$ cat config.mk
export PLATFORM = sky130hd
export DESIGN_NAME = mda_vram_arbiter
export DESIGN_NICKNAME = d
export VERILOG_FILES = /design/src/rtl/mda_vram_arbiter.sv
export SDC_FILE = /design/constraint.sdc
export NUM_CORES = 1
export LEC_CHECK = 0
export BUFFER_PORTS_ARGS = -buffer_cell sky130_fd_sc_hd__buf_2
export CAP_MARGIN = 30
export CORE_UTILIZATION = 30
export DETAILED_ROUTE_END_ITERATION = 10
export PLACE_DENSITY = 0.62
export REMOVE_ABC_BUFFERS = 1
export SLEW_MARGIN = 0
export SYNTH_ARGS = -nofsm -noshare
export SYNTH_HDL_FRONTEND = slang
export SYNTH_SLANG_ARGS = --single-unit
$ cat constraint.sdc
create_clock -name clk -period 2.6 [get_ports clk]
set_input_delay 0.52 -clock clk [delete_from_list [all_inputs] [get_ports clk]]
set_output_delay 0.52 -clock clk [all_outputs]
set_load 0.005 [all_outputs]
$ cat src/rtl/mda_vram_arbiter.sv
// mda_vram_arbiter
//   Shares one synchronous single-port VRAM between the MDA display fetch and
//   the ISA CPU port. The display owns the RAM whenever the sequencer raises
//   vram_read. ISA accesses start only inside the sequencer's ISA window and
//   run a fixed IDLE->OP1->OP2->ACK->REL handshake.
// Ports
//   clk, reset          pixel clock; asynchronous active-high reset
//   vram_read*          sequencer strobes for the char/attr fetch
//   isa_op_enable       sequencer strobe: an ISA op may be accepted this cycle
//   crtc_addr           CRTC character address (word address of the char/attr pair)
//   isa_req/wr/addr/din ISA request, level-held until isa_ack
//   isa_dout, isa_ack   ISA read data and one-cycle completion pulse
//   ram_addr/dout/we    VRAM controls; ram_din is read data one cycle after ram_addr
//   char_byte/att_byte  latched fetch pair; fetch_valid pulses when it updates
//   collision_err       sticky flag: an ISA op overlapped a display fetch
module mda_vram_arbiter #(
  parameter int ADDR_W = 12
) (
  input  logic              clk,
  input  logic              reset,
  input  logic              vram_read,
  input  logic              vram_read_a0,
  input  logic              vram_read_char,
  input  logic              vram_read_att,
  input  logic              isa_op_enable,
  input  logic [ADDR_W-2:0] crtc_addr,
  input  logic              isa_req,
  input  logic              isa_wr,
  input  logic [ADDR_W-1:0] isa_addr,
  input  logic [7:0]        isa_din,
  output logic [7:0]        isa_dout,
  output logic              isa_ack,
  output logic [ADDR_W-1:0] ram_addr,
  output logic [7:0]        ram_dout,
  output logic              ram_we,
  input  logic [7:0]        ram_din,
  output logic [7:0]        char_byte,
  output logic [7:0]        att_byte,
  output logic              fetch_valid,
  output logic              collision_err
);

  typedef enum logic [2:0] {
    IDLE = 3'd0,
    OP1  = 3'd1,
    OP2  = 3'd2,
    ACK  = 3'd3,
    REL  = 3'd4
  } state_t;

  state_t            state_r;
  logic              wr_r;
  logic [ADDR_W-1:0] addr_r;
  logic [7:0]        din_r;
  logic [7:0]        isa_dout_r;
  logic              isa_ack_r;
  logic              collision_r;
  logic [7:0]        char_q_r;
  logic [7:0]        char_byte_r;
  logic [7:0]        att_byte_r;
  logic              fetch_valid_r;
  logic [ADDR_W-1:0] ram_addr_s;
  logic [7:0]        ram_dout_s;
  logic              ram_we_s;

  // Display fetch: hold the char byte until the attr byte arrives so the pair updates together
  always_ff @(posedge clk or posedge reset) begin
    if (reset) begin
      char_q_r      <= 8'h00;
      char_byte_r   <= 8'h00;
      att_byte_r    <= 8'h00;
      fetch_valid_r <= 1'b0;
    end else begin
      fetch_valid_r <= 1'b0;
      if (vram_read_char) begin
        char_q_r <= ram_din;
      end
      if (vram_read_att) begin
        char_byte_r   <= char_q_r;
        att_byte_r    <= ram_din;
        fetch_valid_r <= 1'b1;
      end
    end
  end

  // ISA handshake FSM with its latched request, read data, ack pulse and collision flag
  always_ff @(posedge clk or posedge reset) begin
    if (reset) begin
      state_r     <= IDLE;
      wr_r        <= 1'b0;
      addr_r      <= {ADDR_W{1'b0}};
      din_r       <= 8'h00;
      isa_dout_r  <= 8'h00;
      isa_ack_r   <= 1'b0;
      collision_r <= 1'b0;
    end else begin
      isa_ack_r <= 1'b0;
      // Display always wins the port; an overlapping ISA op is flagged, not stalled
      if (((state_r == OP1) || (state_r == OP2)) && vram_read) begin
        collision_r <= 1'b1;
      end
      case (state_r)
        IDLE: begin
          if (isa_req && isa_op_enable) begin
            wr_r    <= isa_wr;
            addr_r  <= isa_addr;
            din_r   <= isa_din;
            state_r <= OP1;
          end
        end
        OP1: begin
          state_r <= OP2;
        end
        OP2: begin
          // ram_din now carries the data for the address presented in OP1
          if (!wr_r) begin
            isa_dout_r <= ram_din;
          end
          isa_ack_r <= 1'b1;
          state_r   <= ACK;
        end
        ACK: begin
          state_r <= REL;
        end
        REL: begin
          // Wait for the requester to drop so a held request is not executed twice
          if (!isa_req) begin
            state_r <= IDLE;
          end
        end
        default: begin
          state_r <= IDLE;
        end
      endcase
    end
  end

  // VRAM port mux: display address has priority over the ISA op, which is otherwise parked at 0
  always_comb begin
    ram_addr_s = {ADDR_W{1'b0}};
    ram_dout_s = 8'h00;
    ram_we_s   = 1'b0;
    if (vram_read) begin
      ram_addr_s = {crtc_addr, vram_read_a0};
    end else begin
      case (state_r)
        OP1: begin
          ram_addr_s = addr_r;
          ram_dout_s = din_r;
          ram_we_s   = wr_r;
        end
        OP2: begin
          ram_addr_s = addr_r;
        end
        default: begin
          ram_addr_s = {ADDR_W{1'b0}};
        end
      endcase
    end
  end

  assign ram_addr      = ram_addr_s;
  assign ram_dout      = ram_dout_s;
  assign ram_we        = ram_we_s;
  assign isa_dout      = isa_dout_r;
  assign isa_ack       = isa_ack_r;
  assign char_byte     = char_byte_r;
  assign att_byte      = att_byte_r;
  assign fetch_valid   = fetch_valid_r;
  assign collision_err = collision_r;

endmodule

; ---- Yosys cells after proc, flatten, opt, wreduce, memory -nomap -nowiden
; Index checks and enable logic that the tools add are counted.
[word_totals]
reg_bits = 59
word_cells = 37
in_bits = 48
output_inout_bits = 48
[op_classes]
n_mux = 11
eq_ne = 6
n_reduce_logical = 8
bitwise = 1
[op_table]
columns = cell, count
row1 = 12-bit 2-to-1 mux, 2
row2 = 8-bit 2-to-1 mux, 2
row3 = 3-bit case mux with 5 select lines, 1
row4 = "3-bit by 2-bit == test with 1-bit output, second input constant", 2
row5 = 3-bit 2-to-1 mux, 2
row6 = 2-bit AND reduction, 3
row7 = 1-bit 2-to-1 mux, 4
row8 = "2-bit != test, second input constant", 2
row9 = "3-bit by 1-bit == test with 1-bit output, second input constant", 1
row10 = "3-bit == test, second input constant", 1
row11 = 3-bit zero test, 1
row12 = 1-bit logical AND, 2
row13 = 2-bit OR reduction, 1
row14 = 1-bit logical OR, 1
row15 = 1-bit NOT, 1

; ---- Logic depth before layout (Yosys ltp)
; Gate-level depths: netlist of the first run.
[logic_depth]
word_depth = 4
ltp_mapped = 4
depth_no_buf = 3

; ---- Worst setup path after synthesis of the first run
; No wires, ideal clock.
[synth_path]
kind = input to output
from = input port vram_read
to = output port ram_dout[0]
cell_stages = 2
n_path_buf = 0
required_time_ps = 2080
path_slack_ps = 744
t_arrival_ps = 1336
cell_sequence = nor4b_1 and2_2
[synth_via]
elab_chain_len = 1
[synth_lines]
columns = element, line_no
row1 = "start, declared", 21  ; input logic vram_read,
row2 = 8-bit 2-to-1 mux, 143  ; if (vram_read) begin
row3 = "end, declared", 34  ; output logic [7:0] ram_dout,
; Every way passes these cells.

; ---- Final worst setup path of the first run
[layout_path]
from = register state_r[2]
to = output port ram_dout[1]
[layout_via]
elab_chain_len = 3
[layout_lines]
columns = element, line_no
row1 = "start, declared", 51  ; state_t state_r;
row2 = "start signal, assigned", 89  ; state_r <= IDLE;
row3 = "start signal, assigned", 108  ; state_r <= OP1;
row4 = "start signal, assigned", 112  ; state_r <= OP2;
row5 = 3-bit by 1-bit == test with 1-bit output, 146  ; case (state_r)
row6 = 8-bit 2-to-1 mux, 146
row7 = 8-bit 2-to-1 mux, 143
; Every way passes these cells.

==> results of run 1 <==
power by group:
part	switching [mW]	total (mW)	leakage, nW	internal [mW]
Clock	0.320	0.652	0.0750	0.332
Sequential	0.157	1.38	0.697	1.22
Combinational	0.375	0.944	0.781	0.570
Total	0.852	2.98	1.55	2.13
sequential cells by signal, indices dropped and copies added, names as in the netlist:
name and flops:
addr_r 12, att_byte 8, isa_ack 1, state_r 3
wr_r 1, char_q_r 8, din_r 8, isa_dout 8
char_byte 8, fetch_valid 1, collision_err 1
critical path, cell delays in order (launching register included):
cell     delay [ns]
dfrtp_1        0.44
nor4b_2        0.48
buf_4          0.21
and2_2         0.13
buf_2          0.10
cell usage after synthesis (all sizes together):
cell type / number / area share (%)
nor2b: 13 / 3.3
clkbuf: 2 / 0.31
nor2: 1 / 0.15
a21oi: 1 / 0.20
nand3b: 1 / 0.31
nor3b: 1 / 0.31
nand4bb: 1 / 0.46
nand2: 2 / 0.31
a21o: 1 / 0.31
nor4b: 2 / 0.71
and2: 9 / 2.8
xnor2: 1 / 0.36
buf: 7 / 1.5
inv: 1 / 0.15
nor3: 1 / 0.20
a22o: 12 / 4.3
mux2: 53 / 24
dfrtp: 59 / 60
metal layers:
layer  track usage (%)  part of all wire [%]  vias up
met3              5.01                   8.6        7
li1                  -                     -      803
met5                 0                     0        -
met1              13.3                    43      790
met4              5.47                   1.1        0
met2              19.6                    47       67
worst max-delay path by stage:
stage | from | to | slack [ns] | depth (start not counted)
6_report | state_r[2]$_DFFE_PP0P_ | ram_dout[1] | 0.40 | 4
3_5_place_dp | vram_read | ram_dout[1] | 0.29 | 5
2_1_floorplan | reset | addr_r[0]$_DFFE_PP0P_ | 0.62 | 1
3_3_place_gp | vram_read | ram_dout[2] | 0.31 | 5
4_1_cts | state_r[2]$_DFFE_PP0P_ | ram_we | 0.05 | 4
5_1_grt | state_r[2]$_DFFE_PP0P_ | ram_dout[1] | 0.23 | 4
cells by family (layout without fill, tap and decap cells):
logic type / count (synthesis) / after routing
DFF: 59 / 59
muxes: 53 / 53
and+or+nand+nor: 31 / 31
buffers and inverters: 10 / 116
AOI/OAI and AO/OA: 14 / 14
xor gates and xnor gates: 1 / 1
stage by stage:
| step | util (%) | std cells | worst slack (ns) | hold slack (ns) | area, um2 |
|---|---|---|---|---|---|
| 5_1_grt | 41.3 | 376 | 0.225 | 0.258 | 3230 |
| 6_report | 41.3 | 376 | 0.397 | 0.248 | 3230 |
| 4_1_cts | 41.3 | 376 | 0.0528 | 0.245 | 3220 |
| 2_1_floorplan | - | 159 | 0.624 | 0.451 | 2410 |
| 3_3_place_gp | 39.4 | 362 | 0.305 | 0.452 | 3070 |
| 3_5_place_dp | 39.4 | 362 | 0.292 | 0.445 | 3070 |
repair_timing:
action	in CTS	in global routing
buffers inserted	0	0
endpoints found under the setup margin	0	5
gates resized for setup	0	1
layout make-up:
type / count / area [um2] / area share [%]
Sequential cell: 59 / 1480 / 45.7
Inverter: 1 / 3.75 / 0.116
Tap cell: 102 / 128 / 3.95
Timing Repair Buffer: 101 / 533 / 16.5
Multi-Input combinational cell: 99 / 938 / 29.1
Clock buffer: 11 / 131 / 4.07
Clock inverter: 3 / 17.5 / 0.543
==> results by group, run 1 <==
Status
  • Status: complete, no violations

Floorplanning
  • Die outline area: 0.00855 mm2
  • Initial standard-cell utilization of the core: 31.5%
  • Horizontal die dimension: 92.5 um
  • Top-Level Pins: 96
  • Chip height: 92.5 um
  • Placeable core area: 0.00781 mm2
  • Core Rows: 32

Setup path
  • Worst setup path category: register to primary output
  • Setup slack, reg-to-reg: 0.91 ns
  • Startpoint types: register
  • Crit end category: primary output
  • Reg-to-reg critical path startpoint: state_r[1]$_DFFE_PP0P_
  • Number of cells traversed by the worst register-to-register path: 4
  • Top fanout value on the critical path: 7
  • Worst endpoint data arrival time: 1.68 ns
  • R2r endpoint: addr_r[4]$_DFFE_PP0P_
  • Data required time of the critical path: 2.08 ns

Synth
  • Total of warnings raised by yosys: 0
  • Share of the yosys chip area belonging to registers: 60.1%
  • Area fraction in and, or, nand and nor cells after synthesis: 8.51%
  • Fraction of synthesized cell area in xor and xnor cells: 0.357%
  • Mux contribution to synthesized area: 24.3%
  • Adder-cell area share of the yosys netlist: 0%
  • Netlist area before placement: 0.00246 mm2
  • Cell variety after synth: 20
  • Synthesized-area fraction occupied by ao, oa, aoi and oai cells: 4.79%
  • Number of synthesized register bits: 59
  • Main combinational cell family by area after synthesis: multiplexers
  • Post-synthesis area per instance: 14.6 um2
  • Cell count after synthesis: 168

Finish
  • Number of diodes added for antenna fixing: 0
  • Share of cells above drive strength 1: 64.6%
  • Most common cell after layout, fill and taps aside: buf_2
  • Syn-to-layout area delta: 31.4%
  • Net count reported at finish: 319
  • Fill cell instance count of the final layout: 754
  • Commonest cells after routing, fill and taps aside: buf_2, dfrtp_1, mux2_2, nor2b_1, a22o_1

STA
  • Setup repair after global routing missed its margin: false
  • Slew at the pin closest to its max-slew limit: 0.433 ns
  • Highest Clock Rate: 0.454 GHz
  • Final setup violation count: 0
  • Max-slew headroom: 71.1%
  • Crit path time final: 2.20 ns
  • Period utilization: 84.7%
  • Total negative slack for setup checks: 0 ns
  • Fin Clk Skew: 0.00472 ns
  • Fin. max-slew vios: 0
  • Final hold violation count: 0

Detailed routing
  • Routed Wire Length: 4810 um
  • Number of detailed-route iterations in the first pass: 4
  • DRC: 0
  • Post-route antenna net violation count: 0
  • Number of design-rule violations left by the first detailed-router iteration: 31
  • Number of vias per cell: 4.43
  • Routed length per placed instance: 12.8 um
  • DR vias: 1,667

Placed design
  • Placed wire-length estimate after detailed placement: 3390 um
  • Gp weighted congestion: 0.649
  • Port buffer count: 95

Power and ir drop
  • Overall power after layout: 2.98 mW
  • Max IR drop VDD: 0.000483 V
  • Standby leakage power: 1.55 nW
  • Power density relative to cell area: 922 mW/mm2

Clock tree
  • Later-pin clock latency in the skew report: 0.32 ns
  • Maximum clock path buffer count: 2
  • CTS tree: yes
  • TritonCTS sink count: 59
  • Number of clock buffers inserted by TritonCTS: 9
  • CTS HTree Levels: 3
  • Hold Buf Count CTS: 0
  • Root buffer cell: clkbuf_8
  • Reg clk slew, reported paths: 0.06 ns

Global routing
  • Largest net degree at the start of global routing: 60
  • Remaining Overflow, GRT: 0
  • Vias in the first global route: 1,676
  • Wire length of the first global-routing pass: 7820 um
  • GRT Util Overall: 11.9%
  • Number of antenna violations at the first check in global routing: 0

Flow run
  • Max Cap Viol: 0

Hold path
  • Type of the tightest min-delay check: input pin to asynchronous set/reset pin
No activity file was read; power rests on OpenSTA's default activity.
==> run 2: changes to the inputs <==
Settings changed: ABC_AREA set to 1, PLACE_DENSITY 0.62 to 0.61.
Clock period 2.6 ns to 2.1 ns, I/O delays scaled along.
==> results by group, run 2 <==
Detailed routing
  • Number of detailed-route iterations in the first pass: 4
  • Number of vias per cell: 4.46
  • DR vias: 2,339
  • DRC: 0
  • Routed length per placed instance: 12.1 um
  • Routed Wire Length: 6340 um
  • Number of design-rule violations left by the first detailed-router iteration: 103
  • Post-route antenna net violation count: 0

Synth
  • Number of enable-type register cells in the synthesized netlist: 0
  • Cell count after synthesis: 315
  • Post-synthesis area per instance: 8.34 um2
  • Most frequently used flop master after synthesis: dfrtp_1
  • Most common cell in the synthesized netlist: nand2_1
  • Cell variety after synth: 16
  • Number of synthesized register bits: 59
  • Leading cell types by total area after synthesis: dfrtp_1, nand2_1, nand4_1
  • Post-synthesis async set-or-reset flop share: 100%
  • Total of warnings raised by yosys: 0
  • Most frequent cells after synthesis: nand2_1, dfrtp_1, inv_1
  • Proportion of netlist area held by the largest area contributor: 56.2%
  • Share of the yosys chip area belonging to registers: 56.2%
  • Netlist area before placement: 0.00263 mm2
  • Cell type contributing the most total cell area after synthesis: dfrtp_1

STA
  • Setup repair after global routing missed its margin: false
  • Slew at the pin closest to its max-slew limit: 0.394 ns
  • Period utilization: 89.8%
  • Fin Clk Skew: 0.00841 ns
  • Max-slew headroom: 73.7%
  • Final hold violation count: 0
  • Setup slack after layout: 0.214 ns
  • Fin. max-slew vios: 0
  • Final setup violation count: 0
  • Worst hold margin: 0.146 ns
  • Total negative slack for setup checks: 0 ns
  • Highest Clock Rate: 0.530 GHz
  • Crit path time final: 1.89 ns

Finish
  • Register with the most flip-flops: addr_r
  • Most common cell after layout, fill and taps aside: nand2_1
  • Number of diodes added for antenna fixing: 0
  • Commonest cells after routing, fill and taps aside: nand2_1, buf_2, dfrtp_1, inv_1, nor2_1
  • End-of-flow core utilization: 41.1%
  • Share of cells above drive strength 1: 31.7%
  • Fill cell instance count of the final layout: 900
  • Max FFs per register: 12
  • Net count reported at finish: 462
  • Syn-to-layout area delta: 30.5%

Clock tree
  • Later-pin clock latency in the skew report: 0.33 ns
  • Hold Buf Count CTS: 0
  • CTS tree: yes
  • CTS HTree Levels: 3
  • Number of clock buffers inserted by TritonCTS: 9
  • Reg clk slew, reported paths: 0.08 ns
  • TritonCTS sink count: 59
  • Maximum clock path buffer count: 2
  • Root buffer cell: clkbuf_8

Global routing
  • Vias in the first global route: 2,196
  • Remaining Overflow, GRT: 0
  • Largest net degree at the start of global routing: 60
  • Wire length of the first global-routing pass: 10,300 um
  • GRT Util Overall: 15.0%
  • Number of antenna violations at the first check in global routing: 0

Placed design
  • Port buffer count: 95
  • Pre-CTS setup slack: 0.415 ns
  • Placed wire-length estimate after detailed placement: 4470 um
  • Gp weighted congestion: 0.721

Power and ir drop
  • Overall power after layout: 4.00 mW
  • Power density relative to cell area: 1170 mW/mm2
  • Max IR drop VDD: 0.000551 V
  • Standby leakage power: 1.91 nW

Status
  • Status: complete, no violations

Setup path
  • Startpoint types: register
  • Crit end category: primary output
  • Setup slack, reg-to-reg: 0.52 ns
  • Reg-to-reg critical path startpoint: state_r[1]$_DFFE_PP0P_
  • Worst setup path category: register to primary output
  • Worst endpoint data arrival time: 1.47 ns
  • Data required time of the critical path: 1.68 ns
  • Number of cells traversed by the worst register-to-register path: 6
  • Top fanout value on the critical path: 14
  • R2r endpoint: addr_r[6]$_DFFE_PP0P_

Floorplanning
  • Die outline area: 0.00913 mm2
  • Core Rows: 33
  • Initial standard-cell utilization of the core: 31.5%
  • Top-Level Pins: 96
  • Placeable core area: 0.00834 mm2
  • Chip height: 95.6 um
  • Horizontal die dimension: 95.6 um

Flow run
  • Max Cap Viol: 0

Hold path
  • Type of the tightest min-delay check: input pin to asynchronous set/reset pin
[run 2: cell types whose count changed in the layout (fill, tap and decap cells not counted), moves of 5 or more]
cell     delta
nor2b_1    -13
o21ai_0     +8
nand4_1    +30
mux2_2     -45
buf_4       +5
a22o_1     -12
inv_1      +34
nor2_1     +30
a21oi_1     +7
and2_2      -9
nand2_1   +106
nand3_1     +6
[run 2: report_power, final]
part / switching (mW) / total, mW / leakage [nW] / internal [mW]
clock network: 0.491 / 0.931 / 0.0835 / 0.440
registers: 0.199 / 1.68 / 0.715 / 1.48
logic: 0.860 / 1.39 / 1.11 / 0.527
[run 2: worst max-delay path by stage]
stage | startpoint | endpoint | slack [ns] | cells past startpoint
final | state_r[1]$_DFFE_PP0P_ | ram_addr[4] | 0.21 | 6
after global routing | state_r[1]$_DFFE_PP0P_ | ram_addr[5] | 0.04 | 6
after CTS | state_r[1]$_DFFE_PP0P_ | ram_we | 0.05 | 4
after detailed placement | vram_read | ram_dout[4] | 0.41 | 5
after global placement | vram_read | ram_dout[6] | 0.43 | 5
after floorplan | reset | addr_r[0]$_DFFE_PP0P_ | 0.22 | 1
[run 2: routing by layer]
layer / wire [um] / up-vias / global-route usage [%]
li1: - / 1189 / -
met1: 2940 / 1086 / 20.2
met2: 3050 / 55 / 23.6
met3: 236 / 9 / 2.31
met4: 113 / 0 / 7.34
met5: 0 / - / 0
[run 2: critical path, cell delays in order, from the launching register on]
cell and delay, ns:
dfrtp_1 0.39, inv_2 0.18, nand3_1 0.16, nand2_4 0.17
nand2_1 0.07, nand2_1 0.06, buf_2 0.11
[run 2: cell families (layout without fill, tap and decap cells)]
family,count (synthesis),in the layout,synth area share [%]
simple gates,177,177,28.8
flops,59,59,56.2
buf+inv,55,159,8.48
compound gates,16,16,3.05
mux,8,8,3.43
[run 2: cell type report]
class                           instances  area (um2)  area share [%]
Clock buffer                           10         128            3.72
Clock inverter                          6        50.0            1.46
Inverter                               37         139            4.05
Multi-Input combinational cell        201         932            27.2
Sequential cell                        59        1480            43.1
Tap cell                              105         131            3.83
Timing Repair Buffer                  106         571            16.6
[run 2: stage by stage]
step,instances,area (um2)
6_report,524,3430
5_1_grt,524,3430
4_1_cts,523,3410
3_5_place_dp,507,3240
3_3_place_gp,507,3240
2_1_floorplan,297,2540
[run 2: repair_timing]
| action | CTS | global route |
|---|---|---|
| endpoints found under the setup margin | 0 | 18 |
| buffers inserted | 0 | 1 |
| resized for setup | 0 | 1 |
==> run 3: changes to the inputs <==
Clock period 2.1 ns to 2.2 ns, I/O delays scaled along.
==> results by group, run 3 (same netlist as run 2, synthesis figures left out) <==
Status
  • Status: complete, no violations

Placed design
  • Placed wire-length estimate after detailed placement: 4310 um
  • Port buffer count: 95
  • Gp weighted congestion: 0.705
  • Cell area after placement: 0.00322 mm2

Detailed routing
  • DRC: 0
  • Number of vias per cell: 4.35
  • Routed Wire Length: 6200 um
  • Length of routed met3 wiring: 273 um
  • Number of detailed-route iterations in the first pass: 4
  • Routed length per placed instance: 11.9 um
  • Number of design-rule violations left by the first detailed-router iteration: 90
  • Top sig layer: met4
  • Post-route antenna net violation count: 0
  • Met2 wire len: 2920 um
  • Total routed wire length on the met1 layer: 2950 um
  • DR vias: 2,271

Clock tree
  • Maximum clock path buffer count: 2
  • CTS tree: yes
  • Number of gates resized after cts: 0
  • CTS HTree Levels: 3
  • TritonCTS sink count: 59
  • Number of clock buffers inserted by TritonCTS: 9
  • Root buffer cell: clkbuf_8
  • Later-pin clock latency in the skew report: 0.33 ns
  • Reg clk slew, reported paths: 0.07 ns

Global routing
  • Remaining Overflow, GRT: 0
  • Wire length of the first global-routing pass: 10,100 um
  • Number of antenna violations at the first check in global routing: 0
  • GRT Util Overall: 14.6%
  • Largest net degree at the start of global routing: 60
  • Vias in the first global route: 2,086

STA
  • Slew at the pin closest to its max-slew limit: 0.455 ns
  • Final setup violation count: 0
  • Highest Clock Rate: 0.508 GHz
  • Max-slew headroom: 69.7%
  • Crit path time final: 1.97 ns
  • Period utilization: 89.5%
  • Final hold violation count: 0
  • Fin Clk Skew: 0.0117 ns
  • Total negative slack for setup checks: 0 ns
  • Setup repair after global routing missed its margin: false
  • Fin. max-slew vios: 0

Setup path
  • Setup slack, reg-to-reg: 0.56 ns
  • Top fanout value on the critical path: 14
  • Reg-to-reg critical path startpoint: state_r[0]$_DFFE_PP0P_
  • Crit end category: primary output
  • Startpoint types: register
  • Number of cells traversed by the worst register-to-register path: 6
  • Worst endpoint data arrival time: 1.53 ns
  • Data required time of the critical path: 1.76 ns
  • R2r endpoint: addr_r[10]$_DFFE_PP0P_
  • Worst setup path category: register to primary output

Finish
  • Syn-to-layout area delta: 30.3%
  • Register with the most flip-flops: addr_r
  • Commonest cells after routing, fill and taps aside: nand2_1, buf_2, dfrtp_1, inv_1, nor2_1
  • Most common cell after layout, fill and taps aside: nand2_1
  • Fill cell instance count of the final layout: 877
  • Net count reported at finish: 460
  • Share of cells above drive strength 1: 31.4%
  • Total non-filler cell area in the finished layout: 0.00342 mm2
  • Max FFs per register: 12
  • Number of diodes added for antenna fixing: 0

Floorplanning
  • Horizontal die dimension: 95.6 um
  • Placeable core area: 0.00834 mm2
  • Initial standard-cell utilization of the core: 31.5%
  • Top-Level Pins: 96
  • Die outline area: 0.00913 mm2
  • Chip height: 95.6 um
  • Core Rows: 33

Power and ir drop
  • Max IR drop VDD: 0.000559 V
  • Power density relative to cell area: 1130 mW/mm2
  • Standby leakage power: 1.92 nW

Flow run
  • Max Cap Viol: 0

Hold path
  • Type of the tightest min-delay check: input pin to asynchronous set/reset pin
## run 3: worst max-delay path: stages (launching register included)
cell and delay [ns]:
dfrtp_1 0.39, inv_2 0.19, nand3_1 0.12, nand2_2 0.26, nand2_1 0.09, nand2_1 0.06, buf_2 0.10
## run 3: metrics by stage
| stage | power (mW) | std cells | hold slack, ns | setup WS, ns | util (%) |
|---|---|---|---|---|---|
| finish | 3.87 | 522 | 0.168 | 0.231 | 41.0 |
| global route | 4.20 | 522 | 0.183 | 0.00240 | 41.0 |
| CTS | 3.92 | 521 | 0.168 | 0.0881 | 41.0 |
| detailed placement | 2.94 | 505 | 0.458 | 0.377 | 38.6 |
| global placement | 2.90 | 505 | 0.455 | 0.411 | 38.6 |
| floorplan | 2.36 | 297 | 0.442 | 0.304 | - |
## run 3: power by group
group          switching, mW  leakage (nW)  internal, mW
Combinational          0.828          1.10         0.480
Clock                  0.413        0.0991         0.548
Sequential             0.183         0.715          1.42
## run 3: worst max path at each step
stage                           startpoint                     to  slack (ns)  depth (start not counted)
finish              state_r[1]$_DFFE_PP0P_           ram_addr[11]        0.23                          6
global placement                 vram_read            ram_dout[1]        0.41                          5
global route        state_r[1]$_DFFE_PP0P_            ram_addr[1]       0.002                          6
CTS                 state_r[1]$_DFFE_PP0P_            ram_dout[6]        0.09                          4
detailed placement               vram_read            ram_dout[6]        0.38                          5
floorplan                            reset  addr_r[0]$_DFFE_PP0P_        0.30                          1
## run 3: layer usage
layer / track usage [%] / vias to the layer above
met3: 2.63 / 7
met5: 0 / -
li1: - / 1183
met1: 19.9 / 1030
met4: 6.72 / 0
met2: 22.3 / 51
## run 3: layout make-up
class | count | area [um2] | area share [%]
flip-flops and latches | 59 | 1480 | 43.1
well taps | 105 | 131 | 3.84
clock buffers | 11 | 141 | 4.13
inverters | 37 | 139 | 4.06
clock inverters | 5 | 52.6 | 1.54
repair buffers | 104 | 556 | 16.2
multi-input cells | 201 | 927 | 27.1
## run 3: repair_timing
action,4_1_cts,5_1_grt
buffers inserted,0,1
setup endpoints to repair,0,6
hold buffers,0,0
